File: src/rtl/mem_access_unit_if.sv
// Data-memory request/acknowledge bus between the MEM stage and data memory.
// The master side issues requests; the slave side returns ack and load data.
interface mem_access_unit_if;
  logic        dmem_req;
  logic        dmem_we;
  logic [31:0] dmem_addr;
  logic [31:0] dmem_wdata;
  logic        dmem_ack;
  logic [31:0] dmem_rdata;

  modport master (
    output dmem_req,
    output dmem_we,
    output dmem_addr,
    output dmem_wdata,
    input  dmem_ack,
    input  dmem_rdata
  );

  modport slave (
    input  dmem_req,
    input  dmem_we,
    input  dmem_addr,
    input  dmem_wdata,
    output dmem_ack,
    output dmem_rdata
  );
endinterface

File: src/rtl/mem_access_unit.sv
// MEM stage of the 5-stage MIPS pipeline: runs lw/sw over the req/ack data-memory bus,
// stalls until the access completes, and squashes misaligned or timed-out accesses.
module mem_access_unit #(
  parameter int TIMEOUT = 16,
  parameter int CNT_W   = 5
) (
  input  logic                clk,
  input  logic                reset,
  input  logic                mem_read_in,
  input  logic                mem_write_in,
  input  logic [1:0]          control_wb_in,
  input  logic [31:0]         alu_result_in,
  input  logic [31:0]         write_data_in,
  input  logic [4:0]          write_reg_in,
  mem_access_unit_if.master   dmem,
  output logic                stall,
  output logic [1:0]          control_wb_out,
  output logic [31:0]         read_data_out,
  output logic [31:0]         alu_result_out,
  output logic [4:0]          write_reg_out,
  output logic                err_misalign,
  output logic                err_timeout
);

  typedef enum logic [0:0] {
    ST_IDLE = 1'b0,
    ST_WAIT = 1'b1
  } state_t;

  localparam logic [CNT_W-1:0] CNT_LAST = CNT_W'(TIMEOUT - 1);

  state_t           state_r, state_nxt_s;
  logic [CNT_W-1:0] cnt_r, cnt_nxt_s;
  logic             req_r, we_r;
  logic [31:0]      addr_r, wdata_r;
  logic [1:0]       hold_wb_r;
  logic [31:0]      hold_alu_r;
  logic [4:0]       hold_reg_r;
  logic             hold_load_r;
  logic             issue_s, finish_s;
  logic             stall_s, mis_s, tmo_s;
  logic [1:0]       cwb_s;
  logic [31:0]      rd_s, alu_s;
  logic [4:0]       wreg_s;

  function automatic logic is_misaligned(input logic [31:0] addr);
    return (addr[1:0] != 2'b00);
  endfunction

  // Next-state, counter and MEM_WB-facing values for the current cycle.
  always_comb begin
    state_nxt_s = state_r;
    cnt_nxt_s   = cnt_r;
    issue_s     = 1'b0;
    finish_s    = 1'b0;
    stall_s     = 1'b0;
    mis_s       = 1'b0;
    tmo_s       = 1'b0;
    cwb_s       = control_wb_in;
    rd_s        = 32'd0;
    alu_s       = alu_result_in;
    wreg_s      = write_reg_in;
    case (state_r)
      ST_IDLE: begin
        if (mem_read_in || mem_write_in) begin
          if (is_misaligned(alu_result_in)) begin
            mis_s = 1'b1;
            cwb_s = 2'b00;
          end else begin
            stall_s     = 1'b1;
            issue_s     = 1'b1;
            state_nxt_s = ST_WAIT;
            cnt_nxt_s   = '0;
          end
        end else begin
          cwb_s = control_wb_in;
        end
      end
      ST_WAIT: begin
        cwb_s  = hold_wb_r;
        alu_s  = hold_alu_r;
        wreg_s = hold_reg_r;
        // A late ack on the final counted cycle still completes normally.
        if (dmem.dmem_ack) begin
          finish_s    = 1'b1;
          state_nxt_s = ST_IDLE;
          rd_s        = hold_load_r ? dmem.dmem_rdata : 32'd0;
        end else if (cnt_r == CNT_LAST) begin
          finish_s    = 1'b1;
          state_nxt_s = ST_IDLE;
          cwb_s       = 2'b00;
          tmo_s       = 1'b1;
        end else begin
          stall_s   = 1'b1;
          cnt_nxt_s = cnt_r + CNT_W'(1);
        end
      end
      default: begin
        state_nxt_s = ST_IDLE;
      end
    endcase
  end

  // Outputs are forced low for as long as reset is held, combinational paths included.
  always_comb begin
    if (reset) begin
      stall          = stall_s;
      control_wb_out = cwb_s;
      read_data_out  = rd_s;
      alu_result_out = alu_s;
      write_reg_out  = wreg_s;
      err_misalign   = mis_s;
      err_timeout    = tmo_s;
    end else begin
      stall          = 1'b0;
      control_wb_out = 2'b00;
      read_data_out  = 32'd0;
      alu_result_out = 32'd0;
      write_reg_out  = 5'd0;
      err_misalign   = 1'b0;
      err_timeout    = 1'b0;
    end
  end

  // State and timeout counter.
  always_ff @(posedge clk or negedge reset) begin
    if (!reset) begin
      state_r <= ST_IDLE;
      cnt_r   <= '0;
    end else begin
      state_r <= state_nxt_s;
      cnt_r   <= cnt_nxt_s;
    end
  end

  // Memory-bus request registers: loaded on issue, dropped when the access finishes.
  always_ff @(posedge clk or negedge reset) begin
    if (!reset) begin
      req_r   <= 1'b0;
      we_r    <= 1'b0;
      addr_r  <= 32'd0;
      wdata_r <= 32'd0;
    end else if (issue_s) begin
      req_r   <= 1'b1;
      we_r    <= mem_write_in;
      addr_r  <= alu_result_in;
      wdata_r <= write_data_in;
    end else if (finish_s) begin
      req_r   <= 1'b0;
      we_r    <= 1'b0;
    end else begin
      req_r   <= req_r;
      we_r    <= we_r;
    end
  end

  // Holding registers feed MEM_WB while the upstream fields may change under the stall.
  always_ff @(posedge clk or negedge reset) begin
    if (!reset) begin
      hold_wb_r   <= 2'b00;
      hold_alu_r  <= 32'd0;
      hold_reg_r  <= 5'd0;
      hold_load_r <= 1'b0;
    end else if (issue_s) begin
      hold_wb_r   <= control_wb_in;
      hold_alu_r  <= alu_result_in;
      hold_reg_r  <= write_reg_in;
      hold_load_r <= mem_read_in;
    end else begin
      hold_wb_r   <= hold_wb_r;
      hold_alu_r  <= hold_alu_r;
      hold_reg_r  <= hold_reg_r;
      hold_load_r <= hold_load_r;
    end
  end

  assign dmem.dmem_req   = req_r;
  assign dmem.dmem_we    = we_r;
  assign dmem.dmem_addr  = addr_r;
  assign dmem.dmem_wdata = wdata_r;

endmodule
File: src/flat_wrapper.sv
// flat-port wrapper written by rule: the top's interface ports become plain ports
module mem_access_unit_flat 
#(
  parameter int TIMEOUT = 16,
  parameter int CNT_W   = 5
)
  (clk, reset, mem_read_in, mem_write_in, control_wb_in, alu_result_in, write_data_in, write_reg_in, stall, control_wb_out, read_data_out, alu_result_out, write_reg_out, err_misalign, err_timeout, dmem_dmem_req, dmem_dmem_we, dmem_dmem_addr, dmem_dmem_wdata, dmem_dmem_ack, dmem_dmem_rdata);
  mem_access_unit_if dmem_i ();
  input  logic clk;
  input  logic reset;
  input  logic mem_read_in;
  input  logic mem_write_in;
  input  logic [1:0] control_wb_in;
  input  logic [31:0] alu_result_in;
  input  logic [31:0] write_data_in;
  input  logic [4:0] write_reg_in;
  output logic stall;
  output logic [1:0] control_wb_out;
  output logic [31:0] read_data_out;
  output logic [31:0] alu_result_out;
  output logic [4:0] write_reg_out;
  output logic err_misalign;
  output logic err_timeout;
  output wire logic [$bits(dmem_i.dmem_req)-1:0] dmem_dmem_req;
  output wire logic [$bits(dmem_i.dmem_we)-1:0] dmem_dmem_we;
  output wire logic [$bits(dmem_i.dmem_addr)-1:0] dmem_dmem_addr;
  output wire logic [$bits(dmem_i.dmem_wdata)-1:0] dmem_dmem_wdata;
  input wire logic [$bits(dmem_i.dmem_ack)-1:0] dmem_dmem_ack;
  input wire logic [$bits(dmem_i.dmem_rdata)-1:0] dmem_dmem_rdata;
  assign dmem_dmem_req = dmem_i.dmem_req;
  assign dmem_dmem_we = dmem_i.dmem_we;
  assign dmem_dmem_addr = dmem_i.dmem_addr;
  assign dmem_dmem_wdata = dmem_i.dmem_wdata;
  assign dmem_i.dmem_ack = dmem_dmem_ack;
  assign dmem_i.dmem_rdata = dmem_dmem_rdata;
  mem_access_unit #(.TIMEOUT(TIMEOUT), .CNT_W(CNT_W)) u_core (.clk(clk), .reset(reset), .mem_read_in(mem_read_in), .mem_write_in(mem_write_in), .control_wb_in(control_wb_in), .alu_result_in(alu_result_in), .write_data_in(write_data_in), .write_reg_in(write_reg_in), .dmem(dmem_i), .stall(stall), .control_wb_out(control_wb_out), .read_data_out(read_data_out), .alu_result_out(alu_result_out), .write_reg_out(write_reg_out), .err_misalign(err_misalign), .err_timeout(err_timeout));
endmodule
File: config.mk
export PLATFORM = sky130hd
export DESIGN_NAME = mem_access_unit_flat
export DESIGN_NICKNAME = d
export VERILOG_FILES = /design/src/rtl/mem_access_unit_if.sv /design/src/rtl/mem_access_unit.sv /design/src/flat_wrapper.sv
export SDC_FILE = /design/constraint.sdc
export NUM_CORES = 1
export LEC_CHECK = 0
export BUFFER_PORTS_ARGS = -buffer_cell sky130_fd_sc_hd__clkbuf_2
export CAP_MARGIN = 20
export CORE_MARGIN = 5
export CORE_UTILIZATION = 47
export CTS_CLUSTER_SIZE = 16
export DETAILED_ROUTE_END_ITERATION = 12
export GPL_TIMING_DRIVEN = 0
export PLACE_DENSITY = 0.89
export SLEW_MARGIN = 5
export SYNTH_ARGS = -nofsm -noshare
export SYNTH_HDL_FRONTEND = slang
export SYNTH_SLANG_ARGS = --single-unit
export TNS_END_PERCENT = 10
File: constraint.sdc
create_clock -name clk -period 5.8 [get_ports clk]
set_input_delay 1.16 -clock clk [delete_from_list [all_inputs] [get_ports clk]]
set_output_delay 1.16 -clock clk [all_outputs]
set_load 0.05 [all_outputs]
==> impl_results.md, run 1 <==
- Synth top area share: 0.4946
- Via count: 3478
- Gpl congestion: 0.7949
- Power Dens Cells: 373.7 nW/um^2
- Crit Path Category: in2out
- CORE AREA: 8299 um^2
- Remaining antenna violation count after routing: 0
- Grt total ovfl: 0
- Max FO, Critical Path: 52
- Largest net degree at the start of global routing: 53
- Total power: 2.098 mW
- Antenna violations before repair: 0
- Die Span Y: 102.8 um
- HPWL after detailed placement: 9466 um
- CP Launch Point: reset
- Ports: 248
- Final #Nets: 697
- RSZ-0062 raised after global routing: false
- TritonCTS sink count: 80
- EDFF count, synth: 0
- Synth area leaders: dfrtp_1 49%, mux2_2 17%, mux2i_1 9.6%, nor2b_1 6.0%, and2_1 4.9%
- Worst Hold Depth: 1
- Worst-Margin Slew: 0.9458 ns
- Bufs on Longest Clock Path: 2
- Crit Reg-Reg Endpoint: u_core.cnt_r[0]
- Die Area: 10570 um^2
- Synth Instances: 328
- Ant. Diodes: 0
- Max_slew headroom: 0.3648
- TritonCTS Buffers: 9
- Post-Syn Area per Cell: 12.34 um^2
- Total GRT Usage: 0.2180
- Initial DRC Count: 87
- Post-Syn Area: 4048 um^2
- Worst Path Arrival: 3.09 ns
- Synth-to-Final Area Change: 38.70%
- CP required: 4.64 ns
- YS warnings: 0
- Vias/cell: 4.997
- Worst Skew: 0.01271 ns
- Avg WL per Cell: 16.65 um
- Worst path slowest cell: clkbuf_4
- Part of the cycle the worst path needs: 0.7330
- Drt drc: 0
- Max Cap Viol: 0
- Hold Crit Class: reg2reg
- Largest area contributor in the netlist: dfrtp_1
- Post-CTS resize count: 0
- Most used DFF post-synth: dfrtp_1
- Root Driver: clkbuf_8
- Peak supply drop: 297.5 uV
- CP max stage delay: 0.43 ns
- Initial Util: 0.4877
- Hold endpoint: u_core.dmem.dmem_req
- R2r setup slk: 3.64 ns
- FFs w/ async S/R, synth: 1.000
- Drt total wl: 11590 um
- Final min period: 4.251 ns
- CTS tree: built
- Fin Setup TNS: 0 ns
- Fillers: 642
- Wire length of the first global-routing pass: 17810 um
- Crit end category: output port
- Worst Setup Start Kind: input port
- Slew Limit Fails: 0
- Reg2reg path depth: 7
- # setup viols final: 0
- Worst hold start: u_core.dmem.dmem_req
- Post-CTS Hold Fix Bufs: 0
- Clk_lat worst skew: 0.34 ns
- Setup bufs post-CTS: 0
- Static leakage: 2.887 nW
- Max frequency: 0.2352 GHz
- Critical R2R Launch: u_core.cnt_r[0]
- First-pass iteration count of the detailed router: 4
- Yosys cell types: 27
- Layout cells sized above 1: 0.5753
- Net Count, Synth: 439
- Clk slew on worst S/H paths: 0.09 ns
- Top post-synthesis cells by count: 80 x dfrtp_1, 61 x mux2_2, 39 x mux2i_1, 39 x nor2b_1, 32 x and2_1
- Yosys reg bits: 80
- Seq/Total Area, Yosys: 0.4946
- Hold Fails Final Rpt: 0
- Vias in the first global route: 3633
- Critical-path cell list: clkbuf_4 -> buf_16 -> and4_1 -> clkbuf_1 -> and2_1 -> clkbuf_2
- Htree depth: 3
- Chip width: 102.8 um
- Status: finished, final reports clean
- Port Buffers: 246
- Std cell rows: 33
- Most frequent cell after synthesis: dfrtp_1
-- metrics by stage --
step / util / hold slack [ns] / setup WS, ns / instances / instance area [um^2]
6_report: 0.6765 / 0.4927 / 1.549 / 696 / 5614
5_1_grt: 0.6765 / 0.5203 / 1.332 / 696 / 5614
4_1_cts: 0.6765 / 0.4943 / 1.519 / 696 / 5614
3_5_place_dp: 0.6555 / 0.4746 / 1.519 / 680 / 5440
3_3_place_gp: 0.6519 / 0.4644 / 0.6605 / 679 / 5410
2_1_floorplan: - / 0.4728 / 2.170 / 328 / 4048
-- critical path: cells and delay by family --
kind                   cells  cell delay [ns]
buffers and inverters      4             1.32
AND/OR/NAND/NOR            2             0.57
-- placed cells by master, fill, tap and decap left out, types with 2 or more instances in the layout --
master / instances
nor2b_1: 39
and2_1: 32
buf_6: 7
nor3_1: 3
nor2_1: 2
mux2_2: 61
ha_1: 3
clkbuf_1: 10
or2_2: 2
clkbuf_8: 10
mux2i_1: 39
o22ai_1: 5
nand2_1: 8
clkbuf_2: 245
a21oi_1: 5
mux2_1: 9
dfrtp_1: 80
o211ai_1: 2
buf_2: 6
clkinv_2: 2
inv_1: 6
clkinvlp_4: 3
o21ai_0: 2
-- sequential cells by signal (all words and copies together) (netlist names) --
signal,flops
u_core.cnt_r,5
u_core.state_r,1
u_core.dmem.dmem_wdata,32
u_core.hold_load_r,1
u_core.hold_reg_r,5
u_core.hold_alu_r,32
u_core.dmem.dmem_we,1
u_core.hold_wb_r,2
u_core.dmem.dmem_req,1
-- logic make-up after synthesis --
family / share of synthesized area
multiplexers: 0.2912
buffers and inverters: 0.04080
flip-flops: 0.4946
adder cells (fa/ha/maj): 0.009275
AND/OR/NAND/NOR: 0.1403
AO/OA/AOI/OAI: 0.02380
-- routing by layer --
layer	part of all wire	GRT usage	routed length, um	up-vias
met5	0	0	0	-
li1	-	-	-	1636
met4	0.027	0.08865	318	0
met2	0.51	0.3997	5967	164
met3	0.11	0.06766	1234	26
met1	0.35	0.2316	4067	1652
-- power breakdown --
part	switching [mW]	internal, mW
clock	0.198	0.166
combinational	0.693	0.268
sequential	0.0839	0.689
-- area by class of cell --
class                   instances  area, um^2  share of cell area
repair buffers                247        1261              0.2246
flip-flops and latches         80        2002              0.3566
well taps                     105       131.4             0.02340
inverters                       6       22.52            0.004012
plain buffers                  22       142.6             0.02541
clock inverters                 5       32.53            0.005795
clock buffers                  11       141.4             0.02518
multi-input cells             220        1881              0.3350
-- how the worst max path moves through the flow --
stage                            end  cells past startpoint  slack [ns]
floorplan                err_timeout                      3        2.17
global placement    read_data_out[7]                      5        0.66
detailed placement  read_data_out[3]                      6        1.52
CTS                 read_data_out[5]                      6        1.52
global route        read_data_out[9]                      6        1.33
finish              read_data_out[5]                      6        1.55
Note: power is estimated with default switching activity, not from simulation.
==> run 2, diff against run 1 <==
--- a/config.mk
+++ b/config.mk
@@ -8,11 +8,11 @@
 export BUFFER_PORTS_ARGS = -buffer_cell sky130_fd_sc_hd__clkbuf_2
 export CAP_MARGIN = 20
 export CORE_MARGIN = 5
-export CORE_UTILIZATION = 47
+export CORE_UTILIZATION = 39
 export CTS_CLUSTER_SIZE = 16
 export DETAILED_ROUTE_END_ITERATION = 12
 export GPL_TIMING_DRIVEN = 0
-export PLACE_DENSITY = 0.89
+export PLACE_DENSITY = 0.8
 export SLEW_MARGIN = 5
 export SYNTH_ARGS = -nofsm -noshare
 export SYNTH_HDL_FRONTEND = slang
==> constraint.sdc (replaced) <==
create_clock -name clk -period 3.64 [get_ports clk]
set_input_delay 0.728 -clock clk [delete_from_list [all_inputs] [get_ports clk]]
set_output_delay 0.728 -clock clk [all_outputs]
set_load 0.05 [all_outputs]
==> impl_results.md, run 2 (same netlist as run 1, synthesis figures left out) <==
- Max frequency: 0.3002 GHz
- Htree depth: 3 (unchanged)
- Wire length of the first global-routing pass: 19370 um (+8.8%)
- Power Dens Cells: 604.2 nW/um^2 (+62%)
- Crit end category: output port
- WHS: 0.2997 ns (-0.1930 ns)
- Total power: 3.435 mW (+64%)
- Std cell rows: 37 (+12%)
- # setup viols final: 0 (unchanged)
- Top delay family on crit path: buffers and inverters
- Switch share: 0.4618 (-0.002969)
- CP max stage delay: 0.35 ns (-0.08 ns)
- Net switching power: 1.586 mW (+63%)
- Initial DRC Count: 135 (+55%)
- Drt total wl: 12230 um (+5.6%)
- Final min period: 3.331 ns
- TritonCTS sink count: 80 (unchanged)
- Hold Crit Class: in2async
- Combinational Power Share: 0.448 (-0.010)
- Port Buffers: 246 (unchanged)
- First-pass iteration count of the detailed router: 4 (unchanged)
- Setup bufs post-CTS: 0 (unchanged)
- Drt drc: 0 (unchanged)
- Avg WL per Cell: 16.83 um (+1.1%)
- Fillers: 912 (+42%)
- Chip width: 111.9 um (+8.8%)
- Antenna violations before repair: 0 (unchanged)
- Final setup margin: 0.3087 ns (-1.240 ns)
- Met2 routed WL: 6309 um (+5.7%)
- Met1 wire length: 4582 um (+13%)
- Ports: 248 (unchanged)
- Largest net degree at the start of global routing: 67 (+26%)
- Bufs on Longest Clock Path: 2 (unchanged)
- Status: finished, final reports clean
- Crit Path Category: in2out
- Commonest non-fill, non-tap cell in the layout: clkbuf_2
- Total GRT Usage: 0.1943 (-0.02366)
- Worst-Margin Slew: 0.8737 ns (-0.07201 ns)
- CORE AREA: 10230 um^2 (+23%)
- Cell area after placement: 5479 um^2 (+0.71%)
- RSZ-0062 raised after global routing: false
- Layout cells sized above 1: 0.5770 (+0.001692)
- Root Driver: clkbuf_8
- Worst Path Arrival: 2.60 ns (-0.49 ns)
- Max Cap Viol: 0 (unchanged)
- Max FO, Critical Path: 66 (+27%)
- Top sig layer: met4
- Die Area: 12520 um^2 (+18%)
- Fin Setup TNS: 0 ns (unchanged)
- Part of the cycle the worst path needs: 0.9152
- Commonest cells after routing, fill and taps aside: 245 x clkbuf_2, 80 x dfrtp_1, 61 x mux2_2
- Synth-to-Final Area Change: 40.43%
- Pre-CTS setup slack: 0.3114 ns (-1.207 ns)
- CP required: 2.91 ns (-1.73 ns)
- HPWL after detailed placement: 9951 um (+5.1%)
- Worst path slowest cell: and4_1
- Die Span Y: 111.9 um (+8.8%)
- Grt total ovfl: 0 (unchanged)
- Static leakage: 2.906 nW (+0.65%)
- Hold Fails Final Rpt: 0 (unchanged)
- Max_slew headroom: 0.4131 (+0.04837)
- Ant. Diodes: 0 (unchanged)
- Post-CTS Hold Fix Bufs: 0 (unchanged)
- Sequential share of power: 0.359 (-0.009)
- Buf/Inv on CP: 4 (unchanged)
- Peak supply drop: 337.1 uV (+13%)
- Clk_lat worst skew: 0.35 ns (about the same)
- Via count: 3472 (-0.17%)
- Worst Skew: 0.01167 ns (-0.001038 ns)
- Slew Limit Fails: 0 (unchanged)
- Routed wl met3: 1126 um (-8.8%)
- Vias in the first global route: 3633 (unchanged)
- CTS tree: built
- Post-CTS resize count: 0 (unchanged)
- Internal: 1.849 mW (+65%)
- Critical-path cell list: clkbuf_4 -> buf_16 -> and4_1 -> clkbuf_1 -> and2_1 -> clkbuf_2
- Final Instance Area: 5684 um^2 (+1.2%)
- Clk slew on worst S/H paths: 0.09 ns (about the same)
- Clk network pwr share: 0.193 (+0.020)
- Gpl congestion: 1.001 (+26%)
- Worst Setup Start Kind: input port
- Initial Util: 0.3956 (-0.09209)
- Remaining antenna violation count after routing: 0 (unchanged)
- TritonCTS Buffers: 9 (unchanged)
- Final #Nets: 697 (unchanged)
- Vias/cell: 4.776 (-4.4%)
[run 2: per-stage QoR]
step,utilization,instances
after global routing,0.5556,727
after global placement,0.5326,710
after detailed placement,0.5355,711
after CTS,0.5556,727
after floorplan,-,328
final,0.5556,727
[run 2: worst paths after layout]
check / cells after the start / slack (ns) / to / from
setup / recovery: 6 / 0.31 / read_data_out[2] / reset
max in group asynchronous: 2 / 2.73 / u_core.dmem.dmem_wdata[28] / reset
min in group clk: 1 / 0.49 / u_core.dmem.dmem_wdata[14] / u_core.dmem.dmem_wdata[14]
setup reg to reg: 7 / 1.45 / u_core.cnt_r[0] / u_core.cnt_r[0]
hold reg to reg: 1 / 0.49 / u_core.dmem.dmem_wdata[14] / u_core.dmem.dmem_wdata[14]
hold / removal: 1 / 0.30 / u_core.hold_alu_r[26] / reset
[run 2: layout make-up]
class | instances | area [um^2] | share of cell area
sequential | 80 | 2002 | 0.3522
multi-input combinational | 220 | 1881 | 0.3308
timing repair buffer | 247 | 1261 | 0.2219
tap | 136 | 170.2 | 0.02994
buffer | 22 | 142.6 | 0.02509
clock buffer | 9 | 123.9 | 0.02179
clock inverter | 7 | 81.33 | 0.01431
inverter | 6 | 22.52 | 0.003962
[run 2: worst register-to-register path, stage by stage, from the launching register on]
cell,delay (ns)
dfrtp_1,0.42
ha_1,0.25
and3_1,0.21
ha_1,0.24
or3b_2,0.45
clkbuf_1,0.18
or2_2,0.30
o21ai_0,0.07
[run 2: power by group through the flow]
stage,sequential [mW],combinational [mW],clock [mW]
after global routing,1.27,1.62,0.741
after global placement,1.23,1.53,0
after CTS,1.24,1.56,0.689
after floorplan,1.84,0.539,0
final,1.23,1.54,0.664
after detailed placement,1.25,1.55,0
[run 2: metal layers]
metal  GRT usage  up-vias
met4     0.05191        0
met2      0.3481      161
met5           0        -
met3     0.07228       16
li1            -     1634
met1      0.2165     1661
==> run 3, diff against run 2 <==
--- a/config.mk
+++ b/config.mk
@@ -12,6 +12,7 @@
 export CTS_CLUSTER_SIZE = 16
 export DETAILED_ROUTE_END_ITERATION = 12
 export GPL_TIMING_DRIVEN = 0
+export MAX_ROUTING_LAYER = met4
 export PLACE_DENSITY = 0.8
 export SLEW_MARGIN = 5
 export SYNTH_ARGS = -nofsm -noshare
==> constraint.sdc (replaced) <==
create_clock -name clk -period 3.64 [get_ports clk]
set_input_delay 0.546 -clock clk [delete_from_list [all_inputs] [get_ports clk]]
set_output_delay 0.546 -clock clk [all_outputs]
set_load 0.05 [all_outputs]
==> impl_results.md, run 3 (same netlist as run 1, synthesis figures left out) <==
- Max frequency: 0.3304 GHz (+10%)
- Ports: 248 (unchanged)
- Final min period: 3.026 ns (-0.3050 ns)
- # setup viols final: 0 (unchanged)
- CP max stage delay: 0.81 ns (+0.46 ns)
- CP required: 3.09 ns (+0.18 ns)
- R2r setup slk: 1.49 ns (+0.04 ns)
- Largest net degree at the start of global routing: 67 (unchanged)
- Drt total wl: 12500 um (+2.2%)
- Final setup margin: 0.6138 ns (+0.3050 ns)
- Crit end category: output port
- Static leakage: 2.907 nW (about the same)
- Via count: 3487 (+0.43%)
- Cell area after placement: 5479 um^2 (unchanged)
- Die Area: 12520 um^2 (unchanged)
- Port Buffers: 246 (unchanged)
- Worst Setup Start Kind: flip-flop
- Std cell rows: 37 (unchanged)
- Crit Reg-Reg Endpoint: u_core.cnt_r[0]
- Met1 wire length: 4989 um (+8.9%)
- Post-CTS Hold Fix Bufs: 0 (unchanged)
- Worst path slowest cell: nor4_4
- Inst Count DP: 711 (unchanged)
- RSZ-0062 raised after global routing: false
- Max FO, Critical Path: 10 (-85%)
- TritonCTS Buffers: 9 (unchanged)
- Non-filler cells, final: 727 (unchanged)
- Total GRT Usage: 0.2069 (+0.01256)
- Setup bufs post-CTS: 0 (unchanged)
- Root Driver: clkbuf_8
- Initial DRC Count: 111 (-18%)
- Avg WL per Cell: 17.20 um (+2.2%)
- Status: finished, final reports clean
- HPWL after detailed placement: 10040 um (+0.85%)
- Register area: 2002 um^2 (unchanged)
- Part of the cycle the worst path needs: 0.8314 (-0.08380)
- Fillers: 921 (+0.99%)
- Final Instance Area: 5685 um^2 (about the same)
- CTS tree: built
- First-pass iteration count of the detailed router: 4 (unchanged)
- Clk slew on worst S/H paths: 0.08 ns (about the same)
- Critical-path cell list: buf_2 -> nor4_4 -> buf_2 -> o21a_1 -> clkbuf_2
- Drt drc: 0 (unchanged)
- TritonCTS sink count: 80 (unchanged)
- Slew Limit Fails: 0 (unchanged)
- Chip width: 111.9 um (unchanged)
- Max Cap Viol: 0 (unchanged)
- Crit Path Category: reg2out
- Hold Fails Final Rpt: 0 (unchanged)
- Remaining antenna violation count after routing: 0 (unchanged)
- Routed wl met3: 896 um (-20%)
- Met2 routed WL: 6343 um (+0.54%)
- Peak supply drop: 327.4 uV (-2.9%)
- Total power: 3.444 mW (+0.28%)
- Critical R2R Launch: u_core.cnt_r[0]
- Initial Util: 0.3956 (unchanged)
- Finished Core Util: 0.5557 (about the same)
- WHS: 0.1282 ns (-0.1715 ns)
- Layout cells sized above 1: 0.5770 (unchanged)
- Fin Setup TNS: 0 ns (unchanged)
- Vias in the first global route: 3791 (+4.3%)
- Worst Path Arrival: 2.48 ns (-0.12 ns)
- Max_slew headroom: 0.4016 (-0.01151)
- Vias/cell: 4.796 (+0.43%)
- Hold Crit Class: in2async
- Gpl congestion: 0.9938 (-0.73%)
- Clk_lat worst skew: 0.34 ns (about the same)
- Worst-Margin Slew: 0.8909 ns (+0.01714 ns)
- Cell mode on critical path: buf_2
- CP Launch Point: u_core.state_r
- Commonest non-fill, non-tap cell in the layout: clkbuf_2
- Ant. Diodes: 0 (unchanged)
- Synth-to-Final Area Change: 40.46% (about the same)
- Multi-input logic area: 1881 um^2 (unchanged)
- Bufs on Longest Clock Path: 2 (unchanged)
- Worst setup endpoint: stall
- Worst Skew: 0.008294 ns (-0.003380 ns)
- Htree depth: 3 (unchanged)
- Antenna violations before repair: 0 (unchanged)
- Final #Nets: 697 (unchanged)
- Grt total ovfl: 0 (unchanged)
- Reg2reg path depth: 7 (unchanged)
- Top sig layer: met4
- Pre-CTS setup slack: 0.6312 ns (+0.3198 ns)
- Die Span Y: 111.9 um (unchanged)
- Commonest cells after routing, fill and taps aside: 245 x clkbuf_2, 80 x dfrtp_1, 61 x mux2_2
- Wire length of the first global-routing pass: 20100 um (+3.8%)
- CORE AREA: 10230 um^2 (unchanged)
- Power Dens Cells: 605.8 nW/um^2 (+0.26%)
- Post-CTS resize count: 0 (unchanged)
==> run 3: cell count changes in the layout (fill, tap and decap cells not counted), sizes merged <==
cell	delta
clkinvlp	+1
clkinv	-2
inv	-1
clkbuf	+2
==> run 3: critical path, delay by kind of cell, from the launching register on <==
kind | cells | cell delay, ns
simple gates | 1 | 0.81
buf+inv | 3 | 0.80
flops | 1 | 0.36
compound gates | 1 | 0.17
==> run 3: layout make-up <==
cell class	instances	share of cell area
Buffer	22	0.02509
Clock buffer	11	0.02663
Clock inverter	5	0.009683
Inverter	6	0.003961
Multi-Input combinational cell	220	0.3308
Sequential cell	80	0.3521
Tap cell	136	0.02993
Timing Repair Buffer	247	0.2218
==> run 3: routing by layer <==
layer  vias up  track usage
met3        20      0.04239
met5         -            -
met1      1665       0.2485
met2       162       0.3449
li1       1640            -
met4         0      0.07380
==> run 3: worst min-delay path by stage <==
stage	from	to
floorplan	reset	u_core.cnt_r[0]
global placement	u_core.dmem.dmem_req	u_core.dmem.dmem_req
detailed placement	u_core.dmem.dmem_req	u_core.dmem.dmem_req
CTS	reset	u_core.hold_alu_r[26]
global route	reset	u_core.dmem.dmem_wdata[20]
finish	reset	u_core.hold_alu_r[26]
==> run 3: report_power, final <==
part,internal [mW],total [mW],switching [mW]
Sequential,1.10,1.23,0.137
Combinational,0.427,1.54,1.11
Clock,0.352,0.672,0.320
